===== src/rtl/row_window_writer.sv =====
// Write side of the 8-row grid window: packs a serial cell stream into rows and
// commits them to 8 circular row slots. Optional commit counter: ROW_WINDOW_WRITER_ROWCNT_EN.
module row_window_writer #(
  parameter int ROW_SIZE = 160
) (
  input  logic                clk,
  input  logic                rst,
  input  logic                in_bit,
  input  logic                in_valid,
  output logic                in_ready,
  input  logic                in_last,
  input  logic                rel,
  output logic [0:ROW_SIZE-1] row1,
  output logic [0:ROW_SIZE-1] row2,
  output logic [0:ROW_SIZE-1] row3,
  output logic [0:ROW_SIZE-1] row4,
  output logic [0:ROW_SIZE-1] row5,
  output logic [0:ROW_SIZE-1] row6,
  output logic [0:ROW_SIZE-1] row7,
  output logic [0:ROW_SIZE-1] row8,
  output logic [2:0]          rd_ptr,
  output logic [2:0]          wr_ptr,
  output logic [3:0]          count,
  output logic                full,
  output logic                empty,
  output logic                grid_done
`ifdef ROW_WINDOW_WRITER_ROWCNT_EN
  ,
  output logic [15:0]         rows_total
`endif
);

  localparam int CW = (ROW_SIZE > 1) ? $clog2(ROW_SIZE) : 1;

  logic [0:ROW_SIZE-1] slot_q [8];
  logic [0:ROW_SIZE-1] slot_d [8];
  logic [0:ROW_SIZE-1] asm_q, asm_d;
  logic [CW-1:0]       col_q, col_d;
  logic [2:0]          rd_ptr_q, rd_ptr_d;
  logic [2:0]          wr_ptr_q, wr_ptr_d;
  logic [3:0]          count_q, count_d;
  logic                grid_done_q, grid_done_d;

  logic accept, commit, do_rel;

  // in_ready depends only on stored count, so rel cannot reach it combinationally.
  assign full     = (count_q == 4'd8);
  assign empty    = (count_q == 4'd0);
  assign in_ready = !full;

  assign accept = in_valid && in_ready;
  assign commit = accept && ((col_q == CW'(ROW_SIZE - 1)) || in_last);
  assign do_rel = rel && !empty;

  // NOTE: every variable gets a default before any branch so no latch is inferred.
  always_comb begin
    slot_d      = slot_q;
    asm_d       = asm_q;
    col_d       = col_q;
    rd_ptr_d    = rd_ptr_q;
    wr_ptr_d    = wr_ptr_q;
    grid_done_d = 1'b0;
    if (accept) begin
      asm_d[col_q] = in_bit;
      col_d        = col_q + 1'b1;
      if (commit) begin
        // Upper positions are already zero, since the assembly register clears on each commit.
        slot_d[wr_ptr_q] = asm_d;
        asm_d            = '0;
        col_d            = '0;
        wr_ptr_d         = wr_ptr_q + 3'd1;
        grid_done_d      = in_last;
      end
    end
    if (do_rel) begin
      slot_d[rd_ptr_q] = '0;
      rd_ptr_d         = rd_ptr_q + 3'd1;
    end
    count_d = count_q + 4'(commit) - 4'(do_rel);
  end

  // NOTE: the row slots are cleared by reset because consumers read all 8 rows directly.
  always_ff @(posedge clk) begin
    if (rst) begin
      for (int i = 0; i < 8; i++) slot_q[i] <= '0;
      asm_q       <= '0;
      col_q       <= '0;
      rd_ptr_q    <= '0;
      wr_ptr_q    <= '0;
      count_q     <= '0;
      grid_done_q <= 1'b0;
    end else begin
      // NOTE: non-blocking assignments so every register samples pre-edge values.
      slot_q      <= slot_d;
      asm_q       <= asm_d;
      col_q       <= col_d;
      rd_ptr_q    <= rd_ptr_d;
      wr_ptr_q    <= wr_ptr_d;
      count_q     <= count_d;
      grid_done_q <= grid_done_d;
    end
  end

`ifdef ROW_WINDOW_WRITER_ROWCNT_EN
  logic [15:0] rows_total_q, rows_total_d;

  // The count restarts once a grid is finished; a commit in that same cycle starts the next grid.
  always_comb begin
    if (grid_done_q)
      rows_total_d = 16'(commit);
    else if (commit && rows_total_q != 16'hFFFF)
      rows_total_d = rows_total_q + 16'd1;
    else
      rows_total_d = rows_total_q;
  end

  always_ff @(posedge clk) begin
    if (rst) rows_total_q <= '0;
    else     rows_total_q <= rows_total_d;
  end

  assign rows_total = rows_total_q;
`endif

  assign row1      = slot_q[0];
  assign row2      = slot_q[1];
  assign row3      = slot_q[2];
  assign row4      = slot_q[3];
  assign row5      = slot_q[4];
  assign row6      = slot_q[5];
  assign row7      = slot_q[6];
  assign row8      = slot_q[7];
  assign rd_ptr    = rd_ptr_q;
  assign wr_ptr    = wr_ptr_q;
  assign count     = count_q;
  assign grid_done = grid_done_q;

endmodule


===== config.mk =====
export PLATFORM = sky130hd
export DESIGN_NAME = row_window_writer
export DESIGN_NICKNAME = d
export VERILOG_FILES = /design/src/rtl/row_window_writer.sv
export SDC_FILE = /design/constraint.sdc
export NUM_CORES = 2
export LEC_CHECK = 0
export CAP_MARGIN = 40
export CORE_AREA = 5 5 508 510
export DETAILED_ROUTE_END_ITERATION = 6
export DIE_AREA = 0 0 513 515
export PLACE_DENSITY_LB_ADDON = 0.12
export SKIP_CTS_REPAIR_TIMING = 1
export SYNTH_ARGS = -nofsm -noshare
export SYNTH_HDL_FRONTEND = slang
export SYNTH_SLANG_ARGS = --single-unit

===== constraint.sdc =====
create_clock -name clk -period 3.9 [get_ports clk]
set_clock_uncertainty 0.05 [all_clocks]
set_input_delay 0.585 -clock clk [delete_from_list [all_inputs] [get_ports clk]]
set_output_delay 0.585 -clock clk [all_outputs]
set_load 0.05 [all_outputs]

---- After elaboration in Yosys (flattened, before gate mapping) ----
Index checks and enable logic that the tools add are counted.
word-level totals
  register bits ........................... 1459
  bits in latches ......................... 0
  bits in writable memories ............... 0
  ROM bits ................................ 0
  input port bits ......................... 6
  output and inout bits ................... 1294
  word-level logic and storage cells ...... 59
  memories ................................ 0
operators by class
  add/sub/neg operators ................... 5
  $mul .................................... 0
  div/mod/pow operators ................... 0
  $lt $le $gt $ge ......................... 6
  eq/ne operators ......................... 2
  shift-type cells ........................ 0
  mux-type cells .......................... 13
  bitwise gates (word level) .............. 7
  reductions and logical operators ........ 12
operator list
  operator                                            count
  two-way mux 1280 bit                                3
  bitwise AND 1280 bit                                1
  bitwise mux 1280 bit                                1
  inverter 1280 bit                                   1
  demux 160 bit (select 3 bit)                        2
  two-way mux 160 bit                                 3
  bitwise mux 160 bit                                 1
  >= comparator 9 bit, second input constant          1
  < comparator 9 x 1 -> 1 bit, second input constant  1
  inverter 8 -> 9 bit                                 1
  adder 8 x 1 -> 8 bit, second input constant         1
  demux 1 bit (select 8 bit)                          1
  equality test 8 bit, second input constant          1
  >= comparator 4 bit, second input constant          2
  < comparator 4 x 1 -> 1 bit, second input constant  2
  two-way mux 8 bit                                   1
  inverter 3 -> 4 bit                                 2
  adder 3 x 1 -> 3 bit, second input constant         2
  logical AND 1 bit                                   6
  adder 4 x 1 -> 4 bit                                1
  equality test 4 bit, second input constant          1
  logical NOT 4 bit                                   1
  subtractor 4 x 1 -> 4 bit                           1
  OR reduction 3 bit                                  1
  other kinds (5)                                     7

---- Depth between registers and ports, before layout ----
  depth in word-level cells ............... 11
  gate-level depth with buffers ........... 16
  depth with buffers taken out ............ 13

---- Worst setup path after synthesis ----
OpenSTA, ideal clock, no wires.
  kind .................................... register to register
  start point ............................. register count_q[2] (netlist: count[2])
  end point ............................... register count_q[2] (netlist: count[2])
  library setup time ...................... 128 ps
  arrival time ............................ 3072 ps
  required time ........................... 3722 ps
  setup slack ............................. 650 ps
  stages on the path, launching flop included .. 14
  buffers on the path ..................... 1
  period minus slack after synthesis ...... 3250 ps
  path through ............................ dfxtp_1 -> inv_1 -> ha_1 -> or3b_1 -> buf_4 -> inv_2 -> nor2_1 -> nand2_1 -> ha_1 -> inv_1 -> ha_1 -> fa_1 -> xnor2_1 -> nor2_1
between the ends
  word-level cells in the longest chain between the ends .. 6
  elaborated cells between the ends (all ways) .. 9
  classes of those cells .................. 2 x add/sub; 1 x eq/ne; 6 x reduce/logical
ends and longest elaborated chain
  what                       line  source
  from (decl)                41    logic [3:0] count_q, count_d;
  from (signal assigned)     99    count_q <= count_d;
  equality test 4 bit        47    assign full = (count_q == 4'd8);
  logical NOT 1 bit          49    assign in_ready = !full;
  via in_ready               10    output logic in_ready,
  logical AND 1 bit          51    assign accept = in_valid && in_ready;
  logical AND 1 bit          52    assign commit = accept && ((col_q == CW'(ROW_SIZE - 1)) || in_last);
  adder 4 x 1 -> 4 bit       79    count_d = count_q + 4'(commit) - 4'(do_rel);
  subtractor 4 x 1 -> 4 bit  79
The timed path passes the listed nets, and every way through them passes these cells.
A chain may end at the register's enable or synchronous reset.

---- Worst setup path in the final report ----
  start point ............................. register col_q[4]
  end point ............................... register slot_q (netlist bit row8[144])
between the ends
  word-level cells in the longest chain between the ends .. 11
  elaborated cells between the ends (all ways) .. 15
  classes of those cells .................. 2 x order compare; 1 x eq/ne; 7 x mux; 2 x bitwise; 3 x reduce/logical
ends and longest elaborated chain
  what                                                                                      line  source
  from (decl)                                                                               38    logic [CW-1:0] col_q, col_d;
  from (signal assigned)                                                                    96    col_q <= col_d;
  inverter 8 -> 9 bit (not written as such)                                                 64    asm_d[col_q] = in_bit;
  >= comparator 9 bit (not written as such) or < comparator 9 x 1 -> 1 bit (tied branches)  64
  logical AND 1 bit (not written as such)                                                   64
  two-way mux 1 bit (not written as such)                                                   64
  demux 1 bit (select 8 bit)                                                                64
  bitwise mux 160 bit                                                                       64
  bitwise mux 1280 bit                                                                      68    slot_d[wr_ptr_q] = asm_d;
  two-way mux 1280 bit (*)                                                                  66    if (commit) begin
  two-way mux 1280 bit (*)                                                                  63    if (accept) begin
  bitwise AND 1280 bit (no source line)                                                     --
  two-way mux 1280 bit (*)                                                                  75    if (do_rel) begin
  to (signal assigned)                                                                      94    slot_q <= slot_d;
  to (decl)                                                                                 35    logic [0:ROW_SIZE-1] slot_q [8];
Every way passes the cells marked *; elsewhere a longest branch is shown, timed or not.

==> flow_metrics.env <==
export IMPL_rrSetupSlack_ns=0.48
export IMPL_crit_chain="nor4bb_4 > buf_4 > a21oi_4 > nor3_4 > buf_4 > a211oi_1"
export IMPL_drt_iter0_markers=4285
export IMPL_syn_area_um2=55000
export IMPL_power_leakage_nw=24.7
export IMPL_slowest_stage="dfxtp_1"
export IMPL_drive_gt1_share_pct=11.3
export IMPL_cp_start_kind="flop"
export IMPL_status="finished clean"
export IMPL_async_flop_share_pct=0
export IMPL_rr_worst_depth=6
export IMPL_synth_ff_type="dfxtp_1"
export IMPL_grt_pass1_wl_um=438000
export IMPL_synth_largest_area_cell="dfxtp_1"
export IMPL_numClockSinks=1459
export IMPL_drc_errors=0
export IMPL_ys_seq_area_share_pct=53.1
export IMPL_vias_per_cell=5.06
export IMPL_boundaryPins=1300
export IMPL_yosys_warnings=0
export IMPL_die_x_um=513
export IMPL_end_kind="flop"
export IMPL_worstHoldPathType="input port to flop"
export IMPL_grt_pass1_vias=50700
export IMPL_final_hold_violation_count=0
export IMPL_cts_root_buf="clkbuf_16"
export IMPL_drt_first_pass_iters=5
export IMPL_initial_core_util_pct=21.7
export IMPL_clockBufferDepth=3
export IMPL_syn_inst=5833
export IMPL_synth_nets=5852
export IMPL_whs_ns=0.128
export IMPL_grt_ovfl_total=0
export IMPL_coreArea_um2=253000
export IMPL_crit_top_cell="buf_4"
export IMPL_startpoint="col_q[4]"
export IMPL_fp_dieH_um=515
export IMPL_dp_hpwl_um=209000
export IMPL_cts_tree="done"
export IMPL_area_growth_pct=44.2
export IMPL_min_period_over_period_pct=87.7
export IMPL_htreeDepth=4
export IMPL_synth_edff_count=0
export IMPL_ir_worst_vdd_v=0.000416
export IMPL_worst_r2r_endpoint="row8[144]"
export IMPL_rsz0062_at_grt="false"
export IMPL_r2r_start="col_q[4]"
export IMPL_wirelength_um=322000
export IMPL_io_buffers=1299
export IMPL_power_density_nw_per_um2=488
export IMPL_crit_type="flop to flop"
export IMPL_mostFrequentLayoutCells="dfxtp_1 (1459), a21oi_1 (1443), clkdlybuf4s50_1 (1297)"
export IMPL_drv_slew=0
export IMPL_grt_use_total_pct=23.1
export IMPL_place_gp_congestion=0.779
export IMPL_fin_crit_ns=3.42
export IMPL_maxCapViolations=0
export IMPL_ys_types=51
export IMPL_layout_commonest_cell="dfxtp_1"
export IMPL_max_freq_mhz=292
export IMPL_clkTransAtPathRegs_ns=0.06
export IMPL_syn_area_per_cell_um2=9.43
export IMPL_synth_top_area_share_pct=53.1
export IMPL_synth_top_cells_by_area="dfxtp_1 (53%), a211oi_1 (16%), a21oi_1 (13%)"
export IMPL_critPathArrivalTime_ns=3.99
export IMPL_critPathRequiredTime_ns=4.47
export IMPL_cts_buffers=177
export IMPL_holdPathStages=2
export IMPL_postRouteAntennaNets=0
export IMPL_num_vias=53000
export IMPL_row_count=185
export IMPL_antenna_found_initial=10
export IMPL_setup_viol=0
export IMPL_cp_max_fo=54
export IMPL_wl_per_cell_um=30.8
export IMPL_synth_seq_cells=1459
export IMPL_insertion_delay_ns=0.82
export IMPL_grt_max_degree=221
export IMPL_die_area_um2=264000
export IMPL_finalSetupTns_ns=0
export IMPL_slew_headroom_pct=1.13
export IMPL_worst_setup_path_endpoint="row8[144]"
export IMPL_max_stage_delay_ns=0.85
export IMPL_worstMarginPinSlew_ns=1.48
export IMPL_nNetsFinal=6977
-- sequential cells by signal, indices dropped and copies added (netlist names) --
| signal | flops |
|---|---|
| asm_q | 160 |
| row1 | 160 |
| row2 | 160 |
| row3 | 160 |
| row4 | 160 |
| row5 | 160 |
| row6 | 160 |
| row7 | 160 |
| row8 | 160 |
| col_q | 8 |
| count | 4 |
| rd_ptr | 3 |
| wr_ptr | 3 |
| grid_done | 1 |
-- cell usage after synthesis (2+ instances only) --
master,instances
dfxtp_1,1459
a21oi_1,1443
a211oi_1,1177
clkbuf_1,419
buf_2,253
nor2_1,172
and3_1,164
nand2_1,163
a21boi_0,159
o21ai_0,143
a211oi_2,103
buf_1,20
o21ai_1,18
nor3_2,14
buf_6,12
ha_1,12
inv_1,10
and3b_1,8
nand3_1,6
nor3b_1,6
xnor2_1,5
xor2_1,5
a21o_1,4
a31o_2,4
and2_1,4
buf_4,4
nor4b_2,4
or3b_1,4
a41o_1,3
nand3b_1,3
nand4_1,3
nor2_2,3
nor2b_1,3
and4bb_2,2
inv_2,2
mux2i_1,2
nor4bb_1,2
or3_1,2
-- area by class of cell --
class / instances / area, µm²
well taps: 3366 / 4210
clock inverters: 49 / 811
flip-flops and latches: 1459 / 29200
fillers: 26200 / 174000
repair buffers: 1654 / 16800
clock buffers: 269 / 5210
inverters: 12 / 45.0
diodes: 11 / 27.5
multi-input cells: 3654 / 23000
-- cell families (layout without fill, tap and decap cells) --
family                   Yosys count  after routing  share of synthesized area (%)
other                              0             11                              0
multiplexers                       3              3                         0.0569
adder cells (fa/ha/maj)           13             13                          0.309
AO/OA/AOI/OAI                   3059           3059                           35.5
flip-flops                      1459           1459                           53.1
AND/OR/NAND/NOR                  569            569                           5.22
buffers and inverters            720           1984                           5.68
XOR/XNOR                          10             10                          0.159
-- power by group --
group	switching, mW	internal, mW
sequential	0.290	15.3
clock	7.16	10.1
combinational	4.23	1.55
total	11.7	27.0
-- worst min path at each step --
| stage | from | end | slack (ns) |
|---|---|---|---|
| floorplan | asm_q[0] | asm_q[0] | 0.38 |
| global placement | asm_q[89] | asm_q[89] | 0.39 |
| detailed placement | asm_q[92] | asm_q[92] | 0.39 |
| CTS | rst | rd_ptr[0] | 0.08 |
| global route | rst | rd_ptr[0] | 0.10 |
| finish | rst | rd_ptr[0] | 0.13 |
-- through the flow --
stage / setup slack, ns / instance area, µm² / power [mW] / std cells / util (%)
finish: 0.481 / 79300 / 38.7 / 10500 / 31.3
global placement: 0.450 / 72900 / 21.8 / 10100 / 28.8
floorplan: 0.650 / 55000 / 19.3 / 5833 / -
CTS: 0.423 / 79300 / 39.2 / 10500 / 31.3
global route: 0.326 / 79300 / 40.0 / 10500 / 31.3
detailed placement: 0.436 / 73300 / 21.8 / 10100 / 29.0
-- critical path, delay by kind of cell, from the launching register on --
family	cells	cell delay, ns
flops	1	0.85
simple gates	2	0.71
buf+inv	2	1.13
compound gates	2	0.41
-- per-layer routing --
layer	track usage, %	up-vias	part of all wire, %	routed length (µm)
met3	7.38	305	8.3	26700
met2	37.3	1887	46	148000
li1	-	24100	-	-
met1	29.8	26800	43	140000
met4	5.86	0	2.4	7810
met5	0	-	0	0
Note: power is estimated with default switching activity, not from simulation.
